`config.mk`:
```
export PLATFORM = sky130hd
export DESIGN_NAME = instr_fetch_unit_flat
export DESIGN_NICKNAME = d
export VERILOG_FILES = /design/src/rtl/instr_fetch_unit_if.sv /design/src/rtl/instr_fetch_unit.sv /design/src/flat_wrapper.sv
export SDC_FILE = /design/constraint.sdc
export NUM_CORES = 1
export LEC_CHECK = 0
export CAP_MARGIN = 20
export CORE_ASPECT_RATIO = 0.75
export CORE_MARGIN = 5
export CORE_UTILIZATION = 45
export DETAILED_ROUTE_END_ITERATION = 8
export PLACE_DENSITY = 0.7
export SLEW_MARGIN = 20
export SYNTH_ARGS = -nofsm -noshare
export SYNTH_HDL_FRONTEND = slang
export SYNTH_SLANG_ARGS = --single-unit
```
`constraint.sdc`:
```
create_clock -name clk -period 6.6 [get_ports clk]
set_clock_uncertainty 0.1 [all_clocks]
set_input_delay 0.66 -clock clk [delete_from_list [all_inputs] [get_ports clk]]
set_output_delay 0.66 -clock clk [all_outputs]
set_load 0.02 [all_outputs]
```
`src/rtl/instr_fetch_unit_if.sv`:
```
// Fetch-side bundle: instruction memory request/ack channel plus the IF/ID
// register and branch-redirect inputs exchanged with decode.
interface instr_fetch_unit_if;
  localparam int unsigned XLEN = 32;
  localparam int unsigned FW   = 6;

  logic            imem_req;
  logic [XLEN-1:0] imem_addr;
  logic            imem_ack;
  logic [XLEN-1:0] imem_rdata;
  logic            stall;
  logic            pcsrc;
  logic [XLEN-1:0] branch_offset;
  logic [XLEN-1:0] instr;
  logic [XLEN-1:0] instr_pc;
  logic            instr_valid;
  logic [FW-1:0]   opcode;
  logic [FW-1:0]   funct;

  modport master (
    output imem_req, imem_addr, instr, instr_pc, instr_valid, opcode, funct,
    input  imem_ack, imem_rdata, stall, pcsrc, branch_offset
  );

  modport slave (
    input  imem_req, imem_addr, instr, instr_pc, instr_valid, opcode, funct,
    output imem_ack, imem_rdata, stall, pcsrc, branch_offset
  );
endinterface

```
`src/rtl/instr_fetch_unit.sv`:
```
// Instruction fetch stage: PC, req/ack memory reads, IF/ID register with a
// one-entry skid buffer, and branch redirects resolved in decode.
module instr_fetch_unit #(
  parameter logic [31:0] RESET_PC = 32'h0000_0000
) (
  input  logic                clk,
  input  logic                rst,
  instr_fetch_unit_if.master  bus
);
  localparam int unsigned XLEN = 32;

  typedef enum logic [1:0] {IDLE, FETCH, FULL, DRAIN} state_t;

  state_t          state;
  logic [XLEN-1:0] pc;
  logic [XLEN-1:0] addr_q;
  logic            req_q;
  logic [XLEN-1:0] instr_q;
  logic [XLEN-1:0] instr_pc_q;
  logic            valid_q;
  logic [XLEN-1:0] skid_instr;
  logic [XLEN-1:0] skid_pc;

  logic            consume;
  logic            redirect;
  logic            slot_free;
  logic [XLEN-1:0] target;
  logic [XLEN-1:0] pc_inc;

  assign consume   = valid_q & ~bus.stall;
  assign redirect  = consume & bus.pcsrc;
  assign slot_free = ~valid_q | consume;
  assign target    = instr_pc_q + (bus.branch_offset << 2);
  assign pc_inc    = pc + XLEN'(4);

  // addr_q tracks pc except while draining, where it must keep the
  // abandoned address stable until the memory acknowledges it.
  always_ff @(posedge clk or posedge rst) begin
    if (rst) begin
      state      <= IDLE;
      pc         <= RESET_PC;
      addr_q     <= RESET_PC;
      req_q      <= 1'b0;
      instr_q    <= '0;
      instr_pc_q <= '0;
      valid_q    <= 1'b0;
      skid_instr <= '0;
      skid_pc    <= '0;
    end else begin
      case (state)
        IDLE: begin
          state  <= FETCH;
          req_q  <= 1'b1;
          addr_q <= pc;
        end
        FETCH: begin
          if (redirect) begin
            valid_q <= 1'b0;
            pc      <= target;
            if (bus.imem_ack) begin
              addr_q <= target;
            end else begin
              state <= DRAIN;
            end
          end else if (bus.imem_ack) begin
            pc     <= pc_inc;
            addr_q <= pc_inc;
            if (slot_free) begin
              instr_q    <= bus.imem_rdata;
              instr_pc_q <= pc_inc;
              valid_q    <= 1'b1;
            end else begin
              skid_instr <= bus.imem_rdata;
              skid_pc    <= pc_inc;
              state      <= FULL;
              req_q      <= 1'b0;
            end
          end else if (consume) begin
            valid_q <= 1'b0;
          end
        end
        FULL: begin
          if (redirect) begin
            pc      <= target;
            addr_q  <= target;
            valid_q <= 1'b0;
            state   <= FETCH;
            req_q   <= 1'b1;
          end else if (consume) begin
            instr_q    <= skid_instr;
            instr_pc_q <= skid_pc;
            state      <= FETCH;
            req_q      <= 1'b1;
          end
        end
        DRAIN: begin
          if (bus.imem_ack) begin
            addr_q <= pc;
            state  <= FETCH;
          end
        end
        default: begin
          state <= IDLE;
          req_q <= 1'b0;
        end
      endcase
    end
  end

  assign bus.imem_req    = req_q;
  assign bus.imem_addr   = addr_q;
  assign bus.instr       = instr_q;
  assign bus.instr_pc    = instr_pc_q;
  assign bus.instr_valid = valid_q;
  assign bus.opcode      = instr_q[31:26];
  assign bus.funct       = instr_q[5:0];
endmodule

```
`src/flat_wrapper.sv`:
```
// flat-port wrapper written by rule: the top's interface ports become plain ports
module instr_fetch_unit_flat 
#(
  parameter logic [31:0] RESET_PC = 32'h0000_0000
)
  (clk, rst, bus_imem_req, bus_imem_addr, bus_instr, bus_instr_pc, bus_instr_valid, bus_opcode, bus_funct, bus_imem_ack, bus_imem_rdata, bus_stall, bus_pcsrc, bus_branch_offset);
  instr_fetch_unit_if bus_i ();
  input  logic clk;
  input  logic rst;
  output wire logic [$bits(bus_i.imem_req)-1:0] bus_imem_req;
  output wire logic [$bits(bus_i.imem_addr)-1:0] bus_imem_addr;
  output wire logic [$bits(bus_i.instr)-1:0] bus_instr;
  output wire logic [$bits(bus_i.instr_pc)-1:0] bus_instr_pc;
  output wire logic [$bits(bus_i.instr_valid)-1:0] bus_instr_valid;
  output wire logic [$bits(bus_i.opcode)-1:0] bus_opcode;
  output wire logic [$bits(bus_i.funct)-1:0] bus_funct;
  input wire logic [$bits(bus_i.imem_ack)-1:0] bus_imem_ack;
  input wire logic [$bits(bus_i.imem_rdata)-1:0] bus_imem_rdata;
  input wire logic [$bits(bus_i.stall)-1:0] bus_stall;
  input wire logic [$bits(bus_i.pcsrc)-1:0] bus_pcsrc;
  input wire logic [$bits(bus_i.branch_offset)-1:0] bus_branch_offset;
  assign bus_imem_req = bus_i.imem_req;
  assign bus_imem_addr = bus_i.imem_addr;
  assign bus_instr = bus_i.instr;
  assign bus_instr_pc = bus_i.instr_pc;
  assign bus_instr_valid = bus_i.instr_valid;
  assign bus_opcode = bus_i.opcode;
  assign bus_funct = bus_i.funct;
  assign bus_i.imem_ack = bus_imem_ack;
  assign bus_i.imem_rdata = bus_imem_rdata;
  assign bus_i.stall = bus_stall;
  assign bus_i.pcsrc = bus_pcsrc;
  assign bus_i.branch_offset = bus_branch_offset;
  instr_fetch_unit #(.RESET_PC(RESET_PC)) u_core (.clk(clk), .rst(rst), .bus(bus_i));
endmodule
```
# == Word level (Yosys, flattened, before mapping) ==
# Cells that the tools add are included.
# classes
add_sub_neg,2
n_eq_ne,17
mux,40
n_bitwise,7
reduce_logical,10
# op_table
operator,count
$mux W32,16
$pmux W32 S2,3
$pmux W32 S4,1
$add A32 B3 Y32 const B,1
$add A32 B32 Y32,1
$mux W2,7
$mux W1,10
$ne A2 B2 Y1 const B,5
$reduce_and A5 Y1,2
$ne A4 B2 Y1 const B,2
$pmux W2 S4,1
$reduce_and A4 Y1,2
$ne A2 B1 Y1 const B,3
$ne A3 B2 Y1 const B,2
$reduce_and A3 Y1,2
$reduce_and A6 Y1,1
$eq A2 B2 Y1 const B,2
$not A1 Y1,4
$ne A3 B1 Y1 const B,1
$ne A3 B3 Y1 const B,1
$pmux W1 S3,1
$reduce_bool A3 Y1,1
$and A1 B1 Y1,2
$eq A2 B1 Y1 const B,1
4 further kinds,4
# word_totals
register_bits,196
in_bits,69
out_inout_bits,110

# == Depth between registers and ports, before layout ==
# logic_depth
ltp_word,7
ltp_mapped,11
ltp_nobuf,11

# == Worst setup path after synthesis ==
# Ideal clock, no wire load.
# synth_timing
path_type,in2reg
startpoint,input bus_branch_offset[0]
endpoint,"register u_core.addr_q[30], in the netlist u_core.bus.imem_addr[30]"
arrival_ns,2.718
required_time_ns,6.380
setup_slack_ns,3.662
stages,11
n_path_buf,0
cell_sequence,ha_1 > inv_1 > fa_1 > nand2b_1 > a21oi_1 > o21a_1 > a21oi_2 > o31ai_4 > mux2i_1 > a21oi_1 > a31o_2
# synth_via
elab_chain_len,4
elab_cells_between_ends,5
# synth_rtl
item,line,source
start: declaration,flat_wrapper.sv:21,input wire logic [$bits(bus_i.branch_offset)-1:0] bus_branch_offset;
$add A32 B32 Y32 *,instr_fetch_unit.sv:33,assign target = instr_pc_q + (bus.branch_offset << 2);
$mux W32,instr_fetch_unit.sv:60,if (bus.imem_ack) begin
$mux W32,instr_fetch_unit.sv:57,if (redirect) begin
$pmux W32 S4 *,instr_fetch_unit.sv:50,case (state)
end signal: assignment,instr_fetch_unit.sv:54,addr_q <= pc;
end signal: assignment,instr_fetch_unit.sv:61,addr_q <= target;
end signal: assignment,instr_fetch_unit.sv:67,addr_q <= pc_inc;
end: declaration,instr_fetch_unit.sv:16,logic [XLEN-1:0] addr_q;
# Every way passes the cells marked *; elsewhere a longest branch is shown, timed or not. The select of a mux whose other input is x is not followed.
# A chain may end at the register's enable or synchronous reset.

# == Worst setup path in the final report ==
# layout_timing
startpoint,register u_core.state[0]
endpoint,register u_core.pc[0]
# layout_via
elab_chain_len,3
elab_cells_between_ends,7
# layout_rtl
item,line,source
start: declaration,instr_fetch_unit.sv:14,state_t state;
start signal: assignment,instr_fetch_unit.sv:40,state <= IDLE;
start signal: assignment,instr_fetch_unit.sv:52,state <= FETCH;
start signal: assignment,instr_fetch_unit.sv:63,state <= DRAIN;
$eq A2 B1 Y1 or $eq A2 B2 Y1 (tied branches),instr_fetch_unit.sv:50,
$ne A3 B2 Y1 (no source line) (tied with other cells),--,
$reduce_and A3 Y1 (no source line),--,
end signal: assignment,instr_fetch_unit.sv:59,pc <= target;
end signal: assignment,instr_fetch_unit.sv:66,pc <= pc_inc;
end signal: assignment,instr_fetch_unit.sv:84,pc <= target;
end: declaration,instr_fetch_unit.sv:15,logic [XLEN-1:0] pc;
# Parallel ways exist; a longest one is shown, timed or not.

==> flow_summary.toml <==
[clocking]
cts_buffers = 17
tritoncts_clock_tree = "done"
clock_path_buffers = 2
cts.clk_slew.worst_paths_ps = 70
cts_htree_levels = 4
cts.root.buffer_cell = "clkbuf_16"
cts_num_sinks = 196
post_cts_buffers = 0
cts-hold-fix-buffers = 0
clock_insertion_delay_worst_skew_ps = 450
cts-resized-gates = 0

[synthesis]
netlist_top_cells_area = "dfrtp_1 (43%), o21ai_0 (8.2%), nand2_1 (5.7%)"
synth-seq-cells = 196
synth.area.mux_share_pct = 7.95
mappedNetlistNets = 1373
ys_seq_area_share_pct = 43.2
ys_async_sr_fraction_pct = 100
largest_family_of_logic_cells_by_synthesized_area = "compound AO/OA/AOI/OAI gates"
synth_compound_area_share_pct = 21.3
synth_largest_type_area_fraction_pct = 43.2
yosys.cell_count.top_type = "dfrtp_1"
synth.yosys.warnings = 0
synthSimpleGateAreaFrac_pct = 15.3
synth.distinct_cells = 71
synth_area_um2 = 11300
synthTopCellsByCount = "dfrtp_1 (196), o21ai_0 (187), nand2_1 (171)"
synthAdderAreaFrac_pct = 3.92
dominantRegCellSynth = "dfrtp_1"
synthXorXnorAreaFrac_pct = 4.01
synth_enable_flop_cells = 0
avgSynthCellArea_um2 = 8.94
biggest_area_consumer_among_synthesized_cells = "dfrtp_1"
syn_inst = 1269

[timing]
final.setup.tns_ps = 0
period_utilization_post_route_pct = 57.8
post-route-worst-setup-slack_ps = 2790
finalWorstPathRequiredPeriod_ps = 3810
hold_viol_final = 0
setup-violations-final = 0
measured_slew_at_the_worst_slew_check_pin_ps = 1060
fin_worst_hold_slack_ps = 383
maxClockFrequency_mhz = 262
timing_max_transition_violations_final = 0
relative_slew_slack_pct = 29.0
grt_setup_unrepaired = "false"

[cells_and_area]
layout.nets = 1489
final-instance-count-excl-fill = 1736
post_route_cells_drive_above_1_share_pct = 8.51
area.sequential_um2 = 4900
diodes = 0
nFillCells = 2278
area_of_the_multi_input_gates_um2 = 5990
p_r_area_growth_vs_syn_pct = 22.0

[routing]
drt_first_iter_violations = 881
detailroute.via_count = 9905
drc_errors = 0
drt-vias-per-instance = 5.71
wire_per_inst_um = 19.1
drt_pre_antenna_iters = 6
drt_wl_total_um = 33200
antenna_violating_nets_post_route = 0

[pwr]
total_power_mw = 7.45
power.density_cell_area_nw_per_um2 = 538
static-leakage-power_nw = 5.81
vdd_drop_max_mv = 0.281

[placed_design]
port_buffers = 176
dp_hpwl_um = 23100
placement_stage_worst_setup_slack_ps = 2510
place.gp.congestion = 0.930
post-place-cells = 1703

[critical_path]
critPathSlowestCell = "o22a_1"
cp-end-kind = "flop"
worst_ep_arrival_time_ps = 4040
crit_path_cell_trace = "inv_1, ha_4, buf_4, o22a_1, nand2_1, mux2_2"
timing.critical_path.buf_inv = 2
critPathMaxFanout = 63
critical_path_required_ps = 6830
crit_type = "reg2reg"
category_of_cells_accounting_for_the_largest_share_of_critical_path_delay = "buffers and inverters"
cp-start-kind = "flop"
cpPeakStageDelay_ps = 870

[floorplan]
starting_utilization_of_the_core_area_pct = 45.6
design.portCount = 179
fp.dieArea_um2 = 28500
row_count = 50
fp.dieH_um = 148
die_width_um = 193
floorplan.core_area_um2 = 24900

[grt]
grt_first_pass_wirelength_um = 53000
grt_pass1_vias = 9282
grt_antenna_before_repair = 0
largest_net_degree_at_the_start_of_global_routing = 90
grt_remaining_overflow = 0
globalRouteTotalUtil_pct = 22.9

[flow_run]
max_cap_violations = 0

[hold_path]
timing.hold.worst.class = "reg2reg"

[status]
run_status = "complete, no violations"
==> path summary, 6_finish.rpt <==
path	start	to	slack, ps	cells past startpoint
min in group asynchronous	rst	u_core.bus.instr[8]	580	2
worst max-delay path	u_core.state[0]	u_core.pc[0]	2790	6
worst min register to register	u_core.skid_pc[29]	u_core.skid_pc[29]	380	2
max in group asynchronous	rst	u_core.bus.instr_pc[27]	4540	3
worst max register to register	u_core.state[0]	u_core.pc[0]	2790	6
worst min-delay path	u_core.skid_pc[29]	u_core.skid_pc[29]	380	2
==> routing by layer <==
layer	global-route usage (%)	part of all wire (%)
met2	32.6	43
met4	4.71	1.3
met3	7.15	8.6
met5	0	0
met1	34.4	47
==> placed cells by master, fill, tap and decap left out, drive strengths merged, types with 7 or more instances in the layout <==
master | synthesis | routed
and2 | 7 | 7
xor2 | 21 | 21
or3 | 12 | 12
inv | 16 | 25
o211ai | 8 | 8
nand3 | 21 | 21
clkdlybuf4s50 | 0 | 176
clkbuf | 54 | 17
o22ai | 11 | 11
o21a | 11 | 11
o21ai | 197 | 197
nand4 | 13 | 13
mux2i | 44 | 44
xnor2 | 31 | 31
nor3 | 14 | 14
nor2 | 103 | 103
nand2 | 171 | 171
and4 | 7 | 7
and3 | 14 | 14
buf | 38 | 13
ha | 34 | 34
dfrtp | 196 | 196
a211oi | 12 | 12
a21oi | 120 | 120
mux2 | 41 | 41
a21o | 9 | 9
==> logic make-up (layout without fill, tap and decap cells) <==
kind of cell,after synthesis,count (layout)
and+or+nand+nor,378,378
AOI/OAI and AO/OA,415,415
muxes,85,85
adders and majority gates,35,35
buffers and inverters,108,237
xor gates and xnor gates,52,52
DFF,196,196
==> power by group <==
part / switching [mW] / leakage (nW) / internal (mW)
Combinational: 2.54 / 3.08 / 1.66
Clock: 0.526 / 0.288 / 0.540
Sequential: 0.435 / 2.45 / 1.75
Total: 3.50 / 5.81 / 3.95
==> worst reg2reg max path, stage by stage, from the launching register on <==
cell and delay (ps):
dfrtp_1 420, inv_1 130, ha_4 530, buf_4 790, o22a_1 900, nand2_1 450
mux2_2 390
==> final cells by class <==
type / instances / share of cell area, %
Sequential cell: 196 / 35.4
Multi-Input combinational cell: 965 / 43.2
Timing Repair Buffer: 189 / 13.6
Clock buffer: 17 / 3.07
Inverter: 16 / 0.488
Tap cell: 338 / 3.05
Clock inverter: 15 / 1.17
==> flip-flops by register name (all words and copies together), names as in the netlist <==
signal                  count
u_core.bus.instr_valid      1
u_core.state                2
u_core.bus.instr_pc        32
u_core.bus.instr           32
u_core.skid_pc             32
u_core.pc                  32
u_core.bus.imem_req         1
u_core.skid_instr          32
u_core.bus.imem_addr       32
==> stage by stage <==
step,area (um2),util (%)
2_1_floorplan,11300,-
4_1_cts,13800,55.5
3_3_place_gp,13200,53.2
3_5_place_dp,13200,53.2
5_1_grt,13900,55.6
6_report,13900,55.6
No activity file was read; power rests on OpenSTA's default activity.
